### src/rtl/ahb_lcd_8080.sv
// ahb_lcd_8080: AHB-Lite slave feeding an 8080 LCD through a write FIFO and a WR-strobe engine
module ahb_lcd_8080 #(
    parameter int DATA_WIDTH = 16,
    parameter int FIFO_DEPTH = 8,
    parameter int TLOW_RST   = 2,
    parameter int THIGH_RST  = 2
) (
    input  logic                  HCLK,
    input  logic                  HRESET,
    input  logic                  HSEL,
    input  logic [31:0]           HADDR,
    input  logic [1:0]            HTRANS,
    input  logic [2:0]            HSIZE,
    input  logic [3:0]            HPROT,
    input  logic                  HWRITE,
    input  logic [31:0]           HWDATA,
    input  logic                  HREADY,
    output logic                  HREADYOUT,
    output logic [31:0]           HRDATA,
    output logic                  HRESP,
    output logic                  LCD_CS,
    output logic                  LCD_RST,
    output logic                  LCD_BL_CTR,
    output logic                  LCD_RS,
    output logic                  LCD_WR,
    output logic                  LCD_RD,
    output logic [DATA_WIDTH-1:0] LCD_DATA
);
    localparam int AW = $clog2(FIFO_DEPTH);

    typedef enum logic [1:0] {IDLE, WR_LOW, WR_HIGH} state_t;

    logic                wr_r;
    logic [5:0]          addr_r;
    logic [2:0]          ctrl;
    logic [15:0]         timing;
    logic [DATA_WIDTH:0] mem [FIFO_DEPTH];
    logic [AW:0]         wp, rp, level;
    logic                full, empty, busy, push_req, push, pop, stall, wr_n;
    state_t              state, state_n;
    logic [7:0]          cnt, cnt_n, tlow, thigh;
    logic                unused;

    assign unused    = ^{HADDR[31:8], HADDR[1:0], HTRANS[0], HSIZE, HPROT, HWDATA[31:16]};
    assign level     = wp - rp;
    assign full      = level == (AW+1)'(FIFO_DEPTH);
    assign empty     = wp == rp;
    assign busy      = !empty || state != IDLE;
    assign push_req  = wr_r && (addr_r == 6'd1 || addr_r == 6'd2);
    assign stall     = push_req && full && !pop;
    assign push      = push_req && !stall;
    assign HREADYOUT = !stall;
    assign HRESP     = 1'b0;
    assign LCD_RD    = 1'b1;
    assign LCD_CS    = ctrl[0];
    assign LCD_RST   = ctrl[1];
    assign LCD_BL_CTR = ctrl[2];
    assign tlow      = (timing[7:0] == 8'd0) ? 8'd1 : timing[7:0];
    assign thigh     = (timing[15:8] == 8'd0) ? 8'd1 : timing[15:8];
    assign HRDATA    = (addr_r == 6'd0) ? {29'd0, ctrl} :
                       (addr_r == 6'd3) ? {16'd0, timing} :
                       (addr_r == 6'd4) ? {16'd0, 8'(level), 5'd0, empty, full, busy} : 32'd0;

    // address phase capture; held while the bus is stalled
    always_ff @(posedge HCLK or posedge HRESET) begin
        if (HRESET) begin
            wr_r   <= 1'b0;
            addr_r <= 6'd0;
        end else if (HREADY) begin
            wr_r   <= HSEL && HTRANS[1] && HWRITE;
            addr_r <= HADDR[7:2];
        end
    end

    // CTRL and TIMING registers written in the data phase
    always_ff @(posedge HCLK or posedge HRESET) begin
        if (HRESET) begin
            ctrl   <= 3'b001;
            timing <= {8'(THIGH_RST), 8'(TLOW_RST)};
        end else begin
            if (wr_r && addr_r == 6'd0) ctrl <= HWDATA[2:0];
            if (wr_r && addr_r == 6'd3) timing <= HWDATA[15:0];
        end
    end

    // FIFO pointers, one extra bit to tell full from empty
    always_ff @(posedge HCLK or posedge HRESET) begin
        if (HRESET) begin
            wp <= '0;
            rp <= '0;
        end else begin
            wp <= wp + (AW+1)'(push);
            rp <= rp + (AW+1)'(pop);
        end
    end

    // FIFO storage, entry = {rs, data}; address bit 1 distinguishes DATA from CMD
    always_ff @(posedge HCLK) begin
        if (push) mem[wp[AW-1:0]] <= {addr_r[1], HWDATA[DATA_WIDTH-1:0]};
    end

    // strobe engine registers; panel bus loads only on a pop so it stays stable for the whole beat
    always_ff @(posedge HCLK or posedge HRESET) begin
        if (HRESET) begin
            state    <= IDLE;
            cnt      <= 8'd0;
            LCD_WR   <= 1'b1;
            LCD_RS   <= 1'b0;
            LCD_DATA <= '0;
        end else begin
            state  <= state_n;
            cnt    <= cnt_n;
            LCD_WR <= wr_n;
            if (pop) {LCD_RS, LCD_DATA} <= mem[rp[AW-1:0]];
        end
    end

    // next state: counts are loaded from TIMING only on entry to each phase
    always_comb begin
        state_n = state;
        cnt_n   = cnt;
        wr_n    = LCD_WR;
        pop     = 1'b0;
        unique case (state)
            IDLE: begin
                if (!empty) begin
                    pop     = 1'b1;
                    state_n = WR_LOW;
                    cnt_n   = tlow;
                    wr_n    = 1'b0;
                end
            end
            WR_LOW: begin
                if (cnt == 8'd1) begin
                    state_n = WR_HIGH;
                    cnt_n   = thigh;
                    wr_n    = 1'b1;
                end else cnt_n = cnt - 8'd1;
            end
            WR_HIGH: begin
                if (cnt == 8'd1) begin
                    if (!empty) begin
                        pop     = 1'b1;
                        state_n = WR_LOW;
                        cnt_n   = tlow;
                        wr_n    = 1'b0;
                    end else state_n = IDLE;
                end else cnt_n = cnt - 8'd1;
            end
            default: state_n = IDLE;
        endcase
    end
endmodule

### config.mk
export PLATFORM = sky130hd
export DESIGN_NAME = ahb_lcd_8080
export DESIGN_NICKNAME = d
export VERILOG_FILES = /design/src/rtl/ahb_lcd_8080.sv
export SDC_FILE = /design/constraint.sdc
export NUM_CORES = 1
export LEC_CHECK = 0
export BUFFER_PORTS_ARGS = -buffer_cell sky130_fd_sc_hd__buf_2
export CORE_ASPECT_RATIO = 0.6
export CORE_UTILIZATION = 55
export DETAILED_ROUTE_END_ITERATION = 7
export HOLD_SLACK_MARGIN = 0.06
export PLACE_DENSITY_LB_ADDON = 0.05
export SYNTH_ARGS = -nofsm -noshare
export SYNTH_HDL_FRONTEND = slang
export SYNTH_SLANG_ARGS = --single-unit
### constraint.sdc
create_clock -name HCLK -period 6.9 [get_ports HCLK]
set_input_delay 1.38 -clock HCLK [delete_from_list [all_inputs] [get_ports HCLK]]
set_output_delay 1.38 -clock HCLK [all_outputs]
set_load 0.02 [all_outputs]
After elaboration in Yosys (flattened, before gate mapping)
Memory sizes are Yosys's and may differ from the RTL's. A register that Yosys moved wholly into a read port is not among the register bits.
Cells that the tools add are included.
Widths: inputs -> output; s select.
{ "op_classes": {"n_eq_ne": 12, "n_addsub": 4, "reduce_logical": 21, "muxes": 23} }
{ "op_table": {"columns": ["operator", "n"], "rows": [
  ["$mux 8", 5],
  ["$mux 16", 2],
  ["$pmux 8 s3", 1],
  ["$logic_not 8->1", 2],
  ["$eq 6x2->1 const B", 2],
  ["$mux 12", 1],
  ["$add 4x1->4", 2],
  ["$eq 8x1->1 const B", 1],
  ["$logic_and 1x1->1", 8],
  ["$mux 1", 8],
  ["$sub 8x1->8 const B", 1],
  ["$eq 6x1->1 const B", 1],
  ["$eq 6x3->1 const B", 1],
  ["$logic_not 6->1", 1],
  ["$mux 2", 3],
  ["$ne 2x2->1 const B", 3],
  ["$pmux 2 s3", 1],
  ["$reduce_and 3->1", 2],
  ["$eq 4x4->1", 1],
  ["$eq 4x4->1 const B", 1],
  ["$sub 4x4->4", 1],
  ["$logic_not 1->1", 3],
  ["$pmux 1 s3", 1],
  ["$reduce_bool 3->1", 1],
  ["6 further kinds", 7]
]} }
{ "word_totals": {"ram_bits": 136, "memories": 1, "reg_bits": 45} }
{ "mem_list": {"columns": ["name", "words", "width", "read_ports", "rd_clocked_by_memory_dff", "wr", "line_no", "text"], "rows": [
  ["mem", 8, 17, 1, 1, 1, "37", "logic [DATA_WIDTH:0] mem [FIFO_DEPTH];"]
]} }

Logic depth before layout (Yosys ltp)
Gate-level depths: netlist of the first run.
{ "depth": {"ltp_word": 10, "ltp_mapped": 13, "ltp_nobuf": 11} }

Least setup slack after synthesis of the first run
No wires, ideal clock.
{ "synth_path": {"path_type": "flip-flop to flip-flop", "from": "reg rp[1]", "to": "mem mem[0][0] in the netlist's numbering (enable)", "arrival_time_ns": 3.740, "setup_ns": 0.441, "stages_incl_launch_ff": 9, "setup_slack_ns": 2.719, "t_required_ns": 6.459, "n_path_buf": 2, "period_less_slack_ns": 4.181, "cell_sequence": "dfrtp_1 > clkbuf_1 > clkbuf_1 > inv_1 > fa_1 > xnor2_1 > nand3_1 > a2111oi_4 > nor4b_1"} }
{ "synth_via": {"elab_chain_len": 10, "word_cells_on_any_way": 13} }
{ "synth_lines": {"columns": ["item", "line_no", "text"], "rows": [
  ["start, declared", "38", "logic [AW:0] wp, rp, level;"],
  ["start signal, assigned", "93", "rp <= rp + (AW+1)'(pop);"],
  ["branches (longest 5 deep; another with $sub 4x4->4)", null, null],
  ["$logic_and 1x1->1 *", "50", "assign stall = push_req && full && !pop;"],
  ["$logic_not 1->1 *", "51", "assign push = push_req && !stall;"],
  ["$logic_and 1x1->1 *", "51", null],
  ["$mux 1 *", "99", "if (push) mem[wp[AW-1:0]] <= {addr_r[1], HWDATA[DATA_WIDTH-1:0]};"],
  ["$mux 1 (implied by the code) *", "99", null],
  ["end, declared", "37", null]
]} }
Every way passes the cells marked *.

Worst setup path after layout of the first run
{ "layout_path": {"from": "reg rp[0]", "to": "out HREADYOUT"} }
{ "layout_via": {"elab_chain_len": 7, "word_cells_on_any_way": 10} }
{ "layout_lines": {"columns": ["item", "line_no", "text"], "rows": [
  ["branches (longest 5 deep; another with $sub 4x4->4)", null, null],
  ["$logic_and 1x1->1 *", "50", null],
  ["$logic_not 1->1 *", "52", "assign HREADYOUT = !stall;"],
  ["end, declared", "18", "output logic HREADYOUT,"]
]} }
Marks and branches as above.

==> results of run 1 <==
==> sequential cells by signal, summed over array words and instances (netlist names), 3 cells and up <==
signal	cells
LCD_DATA	16
addr_r	6
cnt	8
ctrl	3
mem	136
rp	4
timing	16
wp	4
==> final cells by class <==
cell class	count	area [sq um]	share of cell area, %
clock buffers	17	425.4	4.369
flip-flops and latches	198	5642	57.94
multi-input cells	312	2686	27.59
inverters	18	67.56	0.6939
repair buffers	81	445.4	4.575
well taps	198	247.7	2.544
clock inverters	15	222.7	2.287
==> worst max path at each step <==
stage / start / end / cells after the start
after floorplan: rp[1]$_DFF_PP0_ / mem[0][0]$_DFFE_PP_ / 8
after global placement: rp[0]$_DFF_PP0_ / HREADYOUT / 9
after detailed placement: rp[0]$_DFF_PP0_ / HREADYOUT / 9
after CTS: rp[0]$_DFF_PP0_ / HREADYOUT / 9
after global routing: rp[0]$_DFF_PP0_ / HREADYOUT / 9
final: rp[0]$_DFF_PP0_ / HREADYOUT / 9
==> worst reg2reg max path, delay by kind of cell (launching register included) <==
family	cells	cell delay [ns]
adder cells (fa/ha/maj)	4	1.13
AO/OA/AOI/OAI	1	0.85
buffers and inverters	2	0.61
XOR/XNOR	2	0.37
flip-flops	1	0.34
AND/OR/NAND/NOR	2	0.28
==> kinds of logic after synthesis <==
family                     after synthesis  synth area share [%]
adders and majority gates               14                 2.135
other                                    2               0.08778
and+or+nand+nor                        129                 7.985
buffers and inverters                   61                 3.948
AOI/OAI and AO/OA                       81                 6.552
muxes                                   59                 12.24
DFF                                    198                 65.93
xor gates and xnor gates                11                 1.126
==> stage by stage <==
stage	setup WS, ns	utilization, %
floorplan	2.719	-
global placement	2.371	61.22
detailed placement	2.278	61.22
CTS	1.796	65.58
global route	1.489	65.58
finish	1.811	65.58
==> power breakdown <==
group          internal [mW]  switching (mW)  leakage (nW)  total [mW]
logic                  0.502           0.762          1.34        1.26
clock network          0.514           0.531         0.311        1.05
registers               1.40           0.116          1.95        1.51
==> layer usage <==
layer | GRT usage, % | share of wire (%) | vias to the layer above
li1 | - | - | 2250
met1 | 41.51 | 46 | 2643
met2 | 36.56 | 43 | 252
met3 | 8.460 | 9.9 | 25
met4 | 5.823 | 0.93 | 0
met5 | 0 | 0 | -
==> placed cells by master, fill, tap and decap left out, types with 12 or more instances in the layout <==
cell type  Yosys  final
buf_2          6     65
mux2_2        25     25
clkbuf_16      0     17
mux4_2        34     34
and2_1        12     12
edfxtp_1     136    136
conb_1         2     18
a21oi_1       25     25
ha_1          13     13
a31oi_1       18     18
inv_1         17     16
nand3_1       13     13
buf_4         20     16
nand2_1       49     49
dfrtp_1       58     57
==> results.py, run 1 <==
metrics = {
    "status": {
        "status": "finished clean",
    },
    "finish": {
        "layout-drive-gt1-share_pct": 30.27,
        "final_cells": 839,
        "diodes": 0,
        "fillCellCount": 1067,
        "design_area_sq_um": 9737,
        "layout.nets": 720,
        "areaGrowthSynthToFinish_pct": 13.81,
    },
    "drt": {
        "route.detailed.drc": 0,
        "routed_wl_um": 19580,
        "drtIter0Drc": 516,
        "ant_nets": 0,
        "viasPerCell": 6.162,
        "wl_per_cell_um": 23.34,
        "route.vias.total": 5170,
        "dr.pass1.iters": 6,
    },
    "clock_tree": {
        "clk_pin_slew_ns": 0.09,
        "cts_buffers": 17,
        "cts_tree": "done",
        "cts_resized": 0,
        "hold_buffers": 0,
        "post-cts-setup-buffers": 0,
        "cts_max_level": 4,
        "clk_path_buf_depth": 2,
        "clkSinkCount": 198,
        "cts-root-buf": "clkbuf_16",
        "worstSkewPairLatency_ns": 0.43,
    },
    "worst_setup_path": {
        "arrival_ns": 3.71,
        "cp_max_fo": 36,
        "critPathTopFamily": "compound AO/OA/AOI/OAI gates",
        "cp_slowest_cell": "a2111oi_4",
        "required_ns": 5.52,
        "cp-start-kind": "register",
        "reg2reg_slack_ns": 3.19,
        "regToRegStartpoint": "rp[0]$_DFF_PP0_",
        "cp-end-kind": "output pin",
        "r2r_end": "wp[2]$_DFF_PP0_",
        "cpPeakStageDelay_ns": 0.85,
        "worst-path-buf-inv": 3,
        "crit_chain": "buf_4 -> ha_1 -> inv_1 -> fa_1 -> xnor2_1 -> nand3_1 -> a2111oi_4 -> nand2b_1 -> buf_2",
        "crit_type": "reg2out",
        "worst-r2r-cell-count": 11,
    },
    "floorplanning": {
        "die_area_sq_um": 16070,
        "ios": 134,
        "die_y_um": 98.61,
        "die_w_um": 163.0,
        "core_sq_um": 14850,
        "rows": 34,
        "start_util_pct": 57.63,
    },
    "logic_synthesis": {
        "synthCells": 555,
        "async_reset_ff_share_pct": 31.31,
        "yosys.area.top_type": "edfxtp_1",
        "synth_edf_count": 136,
        "synth_cell_type_count": 61,
        "synth.area.top_cells": "edfxtp_1 (48%), dfrtp_1 (17%), mux4_2 (8.9%)",
        "yosysMostFrequentCell": "edfxtp_1",
        "synth_top_area_share_pct": 47.73,
        "synth_top_cells_by_count": "edfxtp_1 (136), dfrtp_1 (58), nand2_1 (49)",
        "syn_avg_cell_area_sq_um": 15.42,
        "ys_warn_count": 0,
        "ys_ff_latch": 198,
        "ys_seq_area_share_pct": 65.93,
        "synth_area_sq_um": 8556,
        "synth_ff_type": "edfxtp_1",
    },
    "placement": {
        "place_congestion": 0.9650,
        "dp_cells": 807,
        "io_buffers": 65,
        "hpwlAfterDp_um": 12400,
        "placedInstanceArea_sq_um": 9089,
    },
    "timing": {
        "max_freq_mhz": 196.5,
        "fin_crit_ns": 5.089,
        "relSlewSlack_pct": 29.63,
        "post-route-period-util_pct": 73.75,
        "setup_viol": 0,
        "finClkSkew_ns": 0.02269,
        "drv_slew": 0,
        "worst_pin_slew_ns": 1.056,
        "fin_tns_setup_ns": 0,
        "final-hold-violation-count": 0,
        "rsz0062_at_grt": "false",
        "holdWs_ns": 0.5462,
    },
    "global_route": {
        "grt_max_degree": 63,
        "grt_overflow": 0,
        "grt_pass1_wl_um": 30440,
        "antenna_found_initial": 0,
        "grt_pass1_vias": 5057,
        "grt_usage_pct": 26.64,
    },
    "run": {
        "cap_viol_max_count": 0,
    },
    "power_and_ir_drop": {
        "p_total_mw": 3.821,
        "ir_drop_mv": 0.5526,
        "cellLeakagePower_nw": 3.607,
        "cellPowerDensity_nw_per_um2": 392.4,
    },
    "hold_path": {
        "hold_path.class": "reg2reg",
        "holdPathEnd": "addr_r[2]$_DFFE_PP0P_",
        "worstHoldPathCells": 1,
        "hp-start": "addr_r[2]$_DFFE_PP0P_",
    },
}
No activity file was read; power rests on OpenSTA's default activity.
==> inputs of run 2 (changes only) <==
Settings changed: CORE_UTILIZATION 55 to 51.
Clock period 6.9 ns to 4.4 ns, I/O delays scaled along.
==> run 2 against run 1 <==
Core utilization is 5.7 points lower. Hold slack worse by 0.0079 ns. Sequential share of layout area is 0.19 points lower. Cell count is 3.7% higher. Critical path depth stayed put. Cell area is 0.33% higher. Sequential cell count stayed put. Largest power group unchanged. Power is 56% higher. Combinational power is 55% higher. Critical endpoint is now HRDATA[1]. Non-clock buffer count is 1 higher. Global-route usage is 2.4 points lower. Highest routed layer unchanged. Via count is 1.5% lower.
==> results.py, run 2 (synthesized netlist as in run 1, its figures left out) <==
metrics = {
    "power_and_ir_drop": {
        "cellLeakagePower_nw": 3.611,
        "p_total_mw": 5.979,
        "ir_drop_mv": 0.3208,
        "cellPowerDensity_nw_per_um2": 612.0,
    },
    "placement": {
        "placedInstanceArea_sq_um": 9134,
        "io_buffers": 65,
        "dp_cells": 838,
        "place_congestion": 0.8895,
        "hpwlAfterDp_um": 12690,
        "dp_slack_ns": 0.8979,
    },
    "worst_setup_path": {
        "cp_max_fo": 7,
        "arrival_ns": 3.12,
        "required_ns": 3.52,
        "crit_type": "reg2out",
        "cp-start-kind": "register",
        "cp-end-kind": "output pin",
    },
    "drt": {
        "routed_wl_um": 19640,
        "ant_nets": 0,
        "dr.pass1.iters": 4,
        "route.detailed.drc": 0,
        "route.vias.total": 5095,
        "drtIter0Drc": 434,
        "viasPerCell": 5.856,
        "wl_per_cell_um": 22.57,
    },
    "timing": {
        "fin_ws_ns": 0.4022,
        "relSlewSlack_pct": 52.59,
        "fin_tns_setup_ns": 0,
        "max_freq_mhz": 250.1,
        "post-route-period-util_pct": 90.86,
        "finClkSkew_ns": 0.01485,
        "setup_viol": 0,
        "worst_pin_slew_ns": 0.7101,
        "final-hold-violation-count": 0,
        "drv_slew": 0,
        "holdWs_ns": 0.5383,
        "rsz0062_at_grt": "false",
        "fin_crit_ns": 3.998,
    },
    "finish": {
        "fillCellCount": 1243,
        "layout.nets": 721,
        "diodes": 0,
        "utilization_pct": 59.91,
        "largest_reg_flops": 136,
        "areaGrowthSynthToFinish_pct": 14.19,
        "final_cell_mix": "edfxtp_1 (136), buf_2 (65), dfrtp_1 (57)",
        "design_area_sq_um": 9769,
        "final_cells": 870,
        "final_common_cell": "edfxtp_1",
        "layout-drive-gt1-share_pct": 30.37,
    },
    "clock_tree": {
        "cts_tree": "done",
        "cts-root-buf": "clkbuf_16",
        "cts_resized": 0,
        "clk_pin_slew_ns": 0.09,
        "cts_max_level": 4,
        "clkSinkCount": 198,
        "worstSkewPairLatency_ns": 0.43,
        "hold_buffers": 0,
        "clk_path_buf_depth": 2,
        "cts_buffers": 17,
        "post-cts-setup-buffers": 0,
    },
    "hold_path": {
        "hold_path.class": "reg2reg",
    },
    "global_route": {
        "grt_pass1_wl_um": 29650,
        "grt_usage_pct": 24.26,
        "antenna_found_initial": 0,
        "grt_max_degree": 37,
        "grt_pass1_vias": 4891,
        "grt_overflow": 0,
    },
    "floorplanning": {
        "rows": 36,
        "start_util_pct": 52.47,
        "ios": 134,
        "die_w_um": 169.2,
        "die_area_sq_um": 17310,
        "core_sq_um": 16310,
        "die_y_um": 102.3,
    },
    "run": {
        "cap_viol_max_count": 0,
    },
    "status": {
        "status": "finished clean",
    },
}
[run 2: cell count changes in the layout (fill, tap and decap cells not counted), sizes merged]
cell / delta
clkinv: -2
buf: +1
bufinv: +1
inv: +1
[run 2: area by class of cell]
type                       instances  area, sq um  share of cell area [%]
clock buffer                      17        425.4                   4.355
sequential                       198         5642                   57.75
multi-input combinational        312         2686                   27.50
timing repair buffer              82        452.9                   4.636
inverter                          18        67.56                  0.6916
clock inverter                    15        210.2                   2.152
tap                              228        285.3                   2.920
[run 2: path summary, 6_finish.rpt]
kind / endpoint / cells past startpoint / from / slack, ns
min reg2reg: addr_r[2]$_DFFE_PP0P_ / 1 / addr_r[2]$_DFFE_PP0P_ / 0.54
min in group asynchronous: LCD_DATA[12]$_DFFE_PP0N_ / 2 / HRESET / 0.55
max reg2reg: wp[2]$_DFF_PP0_ / 12 / wp[0]$_DFF_PP0_ / 1.29
max in group asynchronous: rp[0]$_DFF_PP0_ / 3 / HRESET / 2.82
max: HRDATA[1] / 9 / wp[0]$_DFF_PP0_ / 0.40
min: addr_r[2]$_DFFE_PP0P_ / 1 / addr_r[2]$_DFFE_PP0P_ / 0.54
[run 2: report_power, final]
| part | total, mW | switching [mW] | internal, mW |
|---|---|---|---|
| registers | 2.38 | 0.193 | 2.19 |
| clock network | 1.65 | 0.803 | 0.843 |
| logic | 1.95 | 1.16 | 0.787 |
| total | 5.98 | 2.16 | 3.82 |
[run 2: layer usage]
layer	part of all wire [%]	GRT usage [%]	vias to the layer above	routed length (um)
met5	0	0	-	0
met4	0.75	5.405	0	147
met3	8.0	7.746	13	1569
met2	43	33.97	187	8461
met1	48	36.87	2630	9461
li1	-	-	2265	-
[run 2: critical path, stage by stage (launching register included)]
cell and delay, ns:
dfrtp_1 0.50, inv_1 0.20, ha_1 0.20, inv_1 0.05
fa_1 0.37, xnor2_1 0.25, nand3_1 0.17, or4_1 0.59
a22oi_1 0.17, buf_2 0.19
==> inputs of run 3 (changes only) <==
Settings changed: ABC_AREA from default to 1.
Clock period 4.4 ns to 3.5 ns, I/O delays scaled along.
==> run 3 against run 2 <==
Hold slack worse by 0.13 ns. Clock-buffer cell count is 1 higher. Cell count is 33% higher. Register-to-register slack worse by 0.55 ns. Die area is 2.5% higher. Synthesized cell count is 52% higher. Global-route usage is 1.1 points higher. Setup slack worse by 0.22 ns. Routed wire length is 6.4% higher. Clock power is 23% higher. Highest routed layer is now met5. Critical endpoint is now HRDATA[0]. Sequential power is 25% higher. Largest power group unchanged. Largest cell class unchanged.
==> results.py, run 3 <==
metrics = {
    "floorplanning": {
        "die_w_um": 171.3,
        "start_util_pct": 53.05,
        "ios": 134,
        "rows": 36,
        "die_y_um": 103.6,
        "die_area_sq_um": 17740,
        "core_sq_um": 16530,
    },
    "logic_synthesis": {
        "async_reset_ff_share_pct": 31.31,
        "ys_ff_latch": 198,
        "syn_avg_cell_area_sq_um": 10.37,
        "synth_top_cells_by_count": "nor2_1 (162), edfxtp_1 (136), nand2_1 (125)",
        "synth_top_area_share_pct": 46.57,
        "synth_ff_type": "edfxtp_1",
        "synth.area.top_cells": "edfxtp_1 (47%), dfrtp_1 (17%), nor2_1 (6.9%)",
        "synthCells": 846,
        "synth_cell_type_count": 36,
        "yosys.area.top_type": "edfxtp_1",
        "yosysMostFrequentCell": "nor2_1",
        "synth_edf_count": 136,
        "ys_seq_area_share_pct": 64.32,
        "ys_warn_count": 0,
        "synth_area_sq_um": 8770,
    },
    "timing": {
        "holdWs_ns": 0.4123,
        "fin_tns_setup_ns": 0,
        "worst_pin_slew_ns": 0.8126,
        "rsz0062_at_grt": "false",
        "fin_ws_ns": 0.1853,
        "post-route-period-util_pct": 94.71,
        "finClkSkew_ns": 0.01088,
        "final-hold-violation-count": 0,
        "max_freq_mhz": 301.7,
        "drv_slew": 0,
        "relSlewSlack_pct": 45.75,
        "setup_viol": 0,
        "fin_crit_ns": 3.315,
    },
    "worst_setup_path": {
        "worst-path-buf-inv": 2,
        "cp-start-kind": "register",
        "reg2reg_slack_ns": 0.74,
        "crit_type": "reg2out",
        "critPathTopFamily": "buffers and inverters",
        "setup.worst_path.start": "addr_r[1]$_DFFE_PP0P_",
        "cp.depth": 5,
        "worst-r2r-cell-count": 8,
        "arrival_ns": 2.61,
        "cpPeakStageDelay_ns": 0.55,
        "r2r_end": "LCD_RS$_DFFE_PP0N_",
        "required_ns": 2.80,
        "cp_slowest_cell": "dfrtp_1",
        "crit_chain": "nand2_1 -> nor2_1 -> clkinv_1 -> o211ai_1 -> buf_2",
        "cp-end-kind": "output pin",
        "cp_max_fo": 18,
        "regToRegStartpoint": "wp[2]$_DFF_PP0_",
    },
    "power_and_ir_drop": {
        "cellPowerDensity_nw_per_um2": 794.8,
        "ir_drop_mv": 0.3656,
        "p_total_mw": 7.889,
        "cellLeakagePower_nw": 4.064,
    },
    "clock_tree": {
        "cts_max_level": 4,
        "post-cts-setup-buffers": 0,
        "clk_path_buf_depth": 2,
        "hold_buffers": 0,
        "cts_tree": "done",
        "worstSkewPairLatency_ns": 0.44,
        "cts_buffers": 17,
        "cts_resized": 0,
        "clk_pin_slew_ns": 0.08,
        "cts-root-buf": "clkbuf_16",
        "clkSinkCount": 198,
    },
    "status": {
        "status": "finished clean",
    },
    "run": {
        "cap_viol_max_count": 0,
    },
    "global_route": {
        "grt_overflow": 0,
        "grt_pass1_vias": 5975,
        "grt_usage_pct": 25.39,
        "grt_pass1_wl_um": 33260,
        "antenna_found_initial": 1,
        "grt_max_degree": 71,
    },
    "finish": {
        "final_common_cell": "nor2_1",
        "areaGrowthSynthToFinish_pct": 13.18,
        "largest_reg_flops": 136,
        "layout-drive-gt1-share_pct": 15.16,
        "final_cell_mix": "nor2_1 (162), edfxtp_1 (136), nand2_1 (125)",
        "final_cells": 1158,
        "layout.nets": 1009,
        "diodes": 0,
    },
    "placement": {
        "dp_cells": 1126,
        "place_congestion": 0.9405,
        "dp_slack_ns": 0.7500,
        "hpwlAfterDp_um": 13860,
        "io_buffers": 65,
    },
    "drt": {
        "route.vias.total": 6286,
        "wl_per_cell_um": 18.05,
        "route.detailed.drc": 0,
        "drtIter0Drc": 662,
        "ant_nets": 0,
        "dr.pass1.iters": 6,
        "viasPerCell": 5.428,
        "routed_wl_um": 20900,
    },
    "hold_path": {
        "hold_path.class": "in2async",
    },
}
-- run 3: cell count changes in the layout (fill, tap and decap cells not counted), sizes merged, moves of 13 or more --
cell / change
nor2: +158
o21ai: +116
nand2: +78
mux4: -34
inv: +32
nand3: +22
mux2: -19
a31oi: -18
o21a: +16
and2: -13
-- run 3: cell type report --
cell class	count	area (sq um)
multi-input combinational	556	2671
tap	228	285.3
sequential	198	5642
inverter	54	202.7
clock buffer	18	450.4
fill	1374	6605
timing repair buffer	90	513.0
clock inverter	14	161.4
-- run 3: kinds of logic after synthesis --
| family | share of synthesized area, % |
|---|---|
| AND/OR/NAND/NOR | 15.09 |
| other | 0.08564 |
| adder cells (fa/ha/maj) | 2.083 |
| flip-flops | 64.32 |
| XOR/XNOR | 0.5992 |
| buffers and inverters | 5.907 |
| AO/OA/AOI/OAI | 11.14 |
| multiplexers | 0.7704 |
-- run 3: metal layers --
layer	share of wire [%]	global-route usage [%]	wire length, um	vias to the layer above
met5	0.038	0	8	-
met4	0.82	5.421	171	2
li1	-	-	-	2968
met2	43	36.32	8911	235
met1	48	39.26	10070	3068
met3	8.3	6.076	1737	13
-- run 3: power breakdown --
group	switching, mW	total [mW]	internal (mW)
Sequential	0.200	2.97	2.77
Combinational	1.95	2.89	0.940
Clock	0.910	2.03	1.12
-- run 3: stage by stage --
stage	utilization [%]	instance area, sq um
finish	60.04	9926
global route	60.04	9926
CTS	60.04	9926
detailed placement	56.34	9314
global placement	56.34	9314
floorplan	-	8830
-- run 3: worst max-delay path by stage --
stage	slack (ns)	end
2_1_floorplan	0.65	mem[0][0]$_DFFE_PP_
3_3_place_gp	0.81	HRDATA[1]
3_5_place_dp	0.75	HRDATA[0]
4_1_cts	0.26	HRDATA[0]
5_1_grt	0.02	HRDATA[1]
6_report	0.19	HRDATA[0]
-- run 3: worst reg2reg max path, cell delays in order, from the launching register on --
cell and delay (ns):
dfrtp_1 0.45, ha_1 0.39, nand2_1 0.09, nor2_1 0.08, nand2_2 0.33, inv_1 0.19
a21oi_4 0.54, nand3_1 0.38, o21a_1 0.20
